===== config.mk =====
export PLATFORM = sky130hd
export DESIGN_NAME = multiplier_datapath
export DESIGN_NICKNAME = d
export VERILOG_FILES = /design/src/rtl/multiplier_datapath.sv
export SDC_FILE = /design/constraint.sdc
export NUM_CORES = 1
export LEC_CHECK = 0
export BUFFER_PORTS_ARGS = -buffer_cell sky130_fd_sc_hd__buf_2
export CELL_PAD_IN_SITES_DETAIL_PLACEMENT = 0
export CELL_PAD_IN_SITES_GLOBAL_PLACEMENT = 1
export CORE_MARGIN = 3
export CORE_UTILIZATION = 35
export CTS_CLUSTER_SIZE = 20
export DETAILED_ROUTE_END_ITERATION = 8
export PLACE_DENSITY = 0.71
export SLEW_MARGIN = 0
export SYNTH_ARGS = -nofsm -noshare
export SYNTH_HDL_FRONTEND = slang
export SYNTH_SLANG_ARGS = --single-unit

===== constraint.sdc =====
create_clock -name Clock -period 2.8 [get_ports Clock]
set_input_delay 0.56 -clock Clock [delete_from_list [all_inputs] [get_ports Clock]]
set_output_delay 0.56 -clock Clock [all_outputs]
set_load 0.01 [all_outputs]

===== src/rtl/multiplier_datapath.sv =====
// Register datapath of the sequential shift-add multiplier (M, A, C, Q, P).
// Executes load/add/shift/decrement commands and reports Q0, Zero, Product and command errors.
module multiplier_datapath #(
   parameter int WIDTH = 8,
   parameter int CNT_W = $clog2(WIDTH + 1)
) (
   input  logic                 Clock,
   input  logic                 Reset,
   input  logic [WIDTH-1:0]     Multiplicand,
   input  logic [WIDTH-1:0]     Multiplier,
   input  logic                 Load_Regs,
   input  logic                 Add_Regs,
   input  logic                 Shift_Regs,
   input  logic                 Decr_P,
   output logic                 Q0,
   output logic                 Zero,
   output logic [2*WIDTH-1:0]   Product,
   output logic                 Ctrl_Error
);

   localparam logic [CNT_W-1:0] P_INIT = CNT_W'(WIDTH);

   logic [WIDTH-1:0] r_m;
   logic [WIDTH-1:0] r_a;
   logic [WIDTH-1:0] r_q;
   logic             r_c;
   logic [CNT_W-1:0] r_p;
   logic             r_ctrl_error;

   logic [WIDTH:0]   w_sum;
   logic             w_p_zero;
   logic             w_illegal;

   assign w_sum    = {1'b0, r_a} + {1'b0, r_m};
   assign w_p_zero = (r_p == '0);

   // Load mixed with anything else, or a decrement that would underflow P.
   assign w_illegal = (Load_Regs && (Add_Regs || Shift_Regs || Decr_P)) ||
                      (!Load_Regs && Decr_P && w_p_zero);

   always_ff @(posedge Clock) begin
      if (Reset) begin
         r_m          <= '0;
         r_a          <= '0;
         r_q          <= '0;
         r_c          <= 1'b0;
         r_p          <= '0;
         r_ctrl_error <= 1'b0;
      end else begin
         r_ctrl_error <= w_illegal;
         if (Load_Regs) begin
            r_m <= Multiplicand;
            r_q <= Multiplier;
            r_a <= '0;
            r_c <= 1'b0;
            r_p <= P_INIT;
         end else begin
            // Combined add+shift retires one multiplier bit per cycle.
            if (Add_Regs && Shift_Regs) begin
               r_c <= 1'b0;
               r_a <= w_sum[WIDTH:1];
               r_q <= {w_sum[0], r_q[WIDTH-1:1]};
            end else if (Add_Regs) begin
               r_c <= w_sum[WIDTH];
               r_a <= w_sum[WIDTH-1:0];
            end else if (Shift_Regs) begin
               r_c <= 1'b0;
               r_a <= {r_c, r_a[WIDTH-1:1]};
               r_q <= {r_a[0], r_q[WIDTH-1:1]};
            end
            if (Decr_P && !w_p_zero) begin
               r_p <= r_p - 1'b1;
            end
         end
      end
   end

   assign Q0         = r_q[0];
   assign Zero       = w_p_zero;
   assign Product    = {r_a, r_q};
   assign Ctrl_Error = r_ctrl_error;

endmodule

==> results.json <==
{
  "status": "complete, no violations",
  "route.detailed.drc": 0,
  "drt_iter0_markers": 78,
  "fp.dieW_um": 77.3,
  "core_area_mm2": 0.00482,
  "yosysTopAreaCell": "dfxtp_1",
  "syn-cell-area_mm2": 0.00178,
  "cts_buffers": 5,
  "p_leak_uw": 0.000938,
  "ff2ff_setup_slack_ps": 540,
  "cts_tree": "done",
  "drtPass1Iterations": 4,
  "synth_top_area_frac": 0.338,
  "htree_levels": 2,
  "clock_path_buffers": 2,
  "fin_crit_sh": 0.809,
  "p_comb_frac": 0.176,
  "grt_max_degree": 29,
  "clk_pin_slew_worst_paths_ps": 60,
  "routedWlPerCell_um": 13.7,
  "antenna_found_initial": 0,
  "worst_ep_required_time_ps": 2970,
  "drt_wl_total_um": 4300,
  "intPower_uw": 780,
  "seq_power_share": 0.441,
  "syn_nets": 243,
  "min_path_type": "reg2reg",
  "antenna_cells": 0,
  "drive_above_1_share": 0.239,
  "ys_seq_elements": 30,
  "port_buffers": 40,
  "vias_per_cell": 4.99,
  "drv_slew": 0,
  "clockPowerShare": 0.383,
  "synth_edf_count": 0,
  "start_kind": "register",
  "timing.final.crit_period_ps": 2260,
  "initial_utilization": 0.369,
  "grt_pass1_vias": 1502,
  "synth_ff_type": "dfxtp_1",
  "globalplace.congestion": 0.830,
  "timing.fmax_ghz": 0.442,
  "switchingPower_uw": 279,
  "crit_fanout": 4,
  "final.setup_skew_ps": 5.36,
  "drt.antenna.violating_nets": 0,
  "grt_usage": 0.149,
  "grt_pass1_wl_um": 7200,
  "clk_latency_ps": 270,
  "finalHoldViolCount": 0,
  "rsz0062_at_grt": "no",
  "setup_viol": 0,
  "synth.avg_cell_area_um2": 8.42,
  "hpwlAfterDp_um": 3130,
  "yosysMostFrequentCell": "nor2_1",
  "reg2reg_depth": 8,
  "async_flop_share": 0,
  "num_io_pins": 41,
  "design.die.area_mm2": 0.00597,
  "cts_sinks": 30,
  "endpoint": "r_a[3]",
  "fin_util": 0.440,
  "grt_overflow_total": 0,
  "critical_path_class": "reg2reg",
  "ir_drop_v": 0.000313,
  "area_growth_pct": 19.3,
  "worst_pin_slew_ps": 598,
  "fp-row-count": 25,
  "setup-tns-final_ps": 0,
  "clockRootBuffer": "clkbuf_8",
  "critPathLaunch": "r_a[0]",
  "cts-resized-gates": 0,
  "yosysUniqueCellTypes": 39,
  "critPathArrivalTime_ps": 2440,
  "synthCells": 211,
  "vias": 1568,
  "sw_frac_of_total": 0.264,
  "reg2reg_to": "r_a[3]",
  "fin_nets": 278,
  "end_kind": "register",
  "die_height_um": 77.3,
  "synth_seq_area_share": 0.338,
  "yosys-top-cells-count": "nor2_1, dfxtp_1, mux2i_1",
  "slew_headroom": 0.601,
  "yosysWarnings": 0,
  "synth.area.top_cells": "dfxtp_1, mux2i_1, nor2_1, ha_1, a21oi_1",
  "r2r-start": "r_a[0]",
  "post-cts-setup-buffers": 0,
  "cap_violations": 0,
  "power_density_mw_per_mm2": 500,
  "holdBufCountCts": 0
}
## state kept, by name, indices dropped and copies added (netlist names)
register    cells
r_p             4
r_a             8
Ctrl_Error      1
r_m             8
r_q             8
r_c             1
## power by group through the flow
| stage | registers (µW) | clock network (µW) | logic, µW |
|---|---|---|---|
| 3_5_place_dp | 476 | 0 | 186 |
| 2_1_floorplan | 478 | 0 | 129 |
| 4_1_cts | 467 | 421 | 187 |
| 5_1_grt | 470 | 438 | 211 |
| 3_3_place_gp | 476 | 0 | 188 |
| 6_report | 467 | 406 | 186 |
## final cells by class
type	instances	area (µm²)
Fill cell	512	2700
Multi-Input combinational cell	157	1080
Sequential cell	30	601
Timing Repair Buffer	41	208
Clock buffer	8	110
Tap cell	67	83.8
Inverter	11	41.3
## placed cells by master, fill, tap and decap left out, types with 2 or more instances in the layout
cell / synthesis / routed
a21oi_1: 18 / 18
dfxtp_1: 30 / 30
nand2_1: 8 / 8
and2_1: 3 / 3
inv_1: 11 / 11
mux4_2: 3 / 3
nor3_1: 7 / 7
a31oi_1: 3 / 3
o21ai_0: 10 / 10
buf_2: 5 / 40
a211oi_1: 8 / 8
mux2i_1: 19 / 19
o31ai_1: 2 / 2
xor2_1: 3 / 3
clkbuf_8: 0 / 8
mux2_2: 2 / 2
nor2_1: 37 / 37
ha_1: 9 / 9
nor4_1: 3 / 3
nand2b_1: 3 / 3
nor2b_1: 2 / 2
nor3b_1: 2 / 2
## worst max-delay path, cell delays in order, from the launching register on
cell	delay, ps
dfxtp_1	380
ha_1	210
inv_1	60
fa_1	390
nand2b_1	200
a21oi_1	220
a21oi_1	80
mux4_2	460
and2_1	160
## cell families (layout without fill, tap and decap cells)
group / after synthesis / after routing / share of synthesized area
flops: 30 / 30 / 0.338
xor+xnor: 4 / 4 / 0.0197
compound gates: 49 / 49 / 0.170
buf+inv: 24 / 60 / 0.0563
simple gates: 70 / 70 / 0.183
fa+ha+maj: 10 / 10 / 0.0746
mux: 24 / 24 / 0.158
## worst min-delay path by stage
stage | end | start | cells after the start
CTS | r_q[0] | Multiplier[0] | 3
detailed placement | r_m[0] | r_m[0] | 2
global placement | r_m[3] | r_m[3] | 2
floorplan | r_m[0] | r_m[0] | 2
global route | r_m[7] | Multiplicand[7] | 3
finish | r_m[0] | r_m[0] | 2
## metal layers
metal | part of all wire | vias to the layer above | global-route usage
li1 | - | 816 | -
met1 | 0.49 | 706 | 0.203
met2 | 0.44 | 39 | 0.228
met3 | 0.054 | 7 | 0.0376
met4 | 0.012 | 0 | 0.0516
met5 | 0 | - | 0
## stage by stage
| step | power, µW | worst slack [ps] | hold slack (ps) | instance area (µm²) | instances |
|---|---|---|---|---|---|
| CTS | 1080 | 549 | 508 | 2120 | 314 |
| detailed placement | 662 | 576 | 492 | 2010 | 306 |
| floorplan | 607 | 671 | 465 | 1780 | 211 |
| global route | 1120 | 356 | 524 | 2120 | 314 |
| global placement | 664 | 649 | 484 | 2010 | 306 |
| finish | 1060 | 536 | 507 | 2120 | 314 |
(Power assumes the default switching activity.)
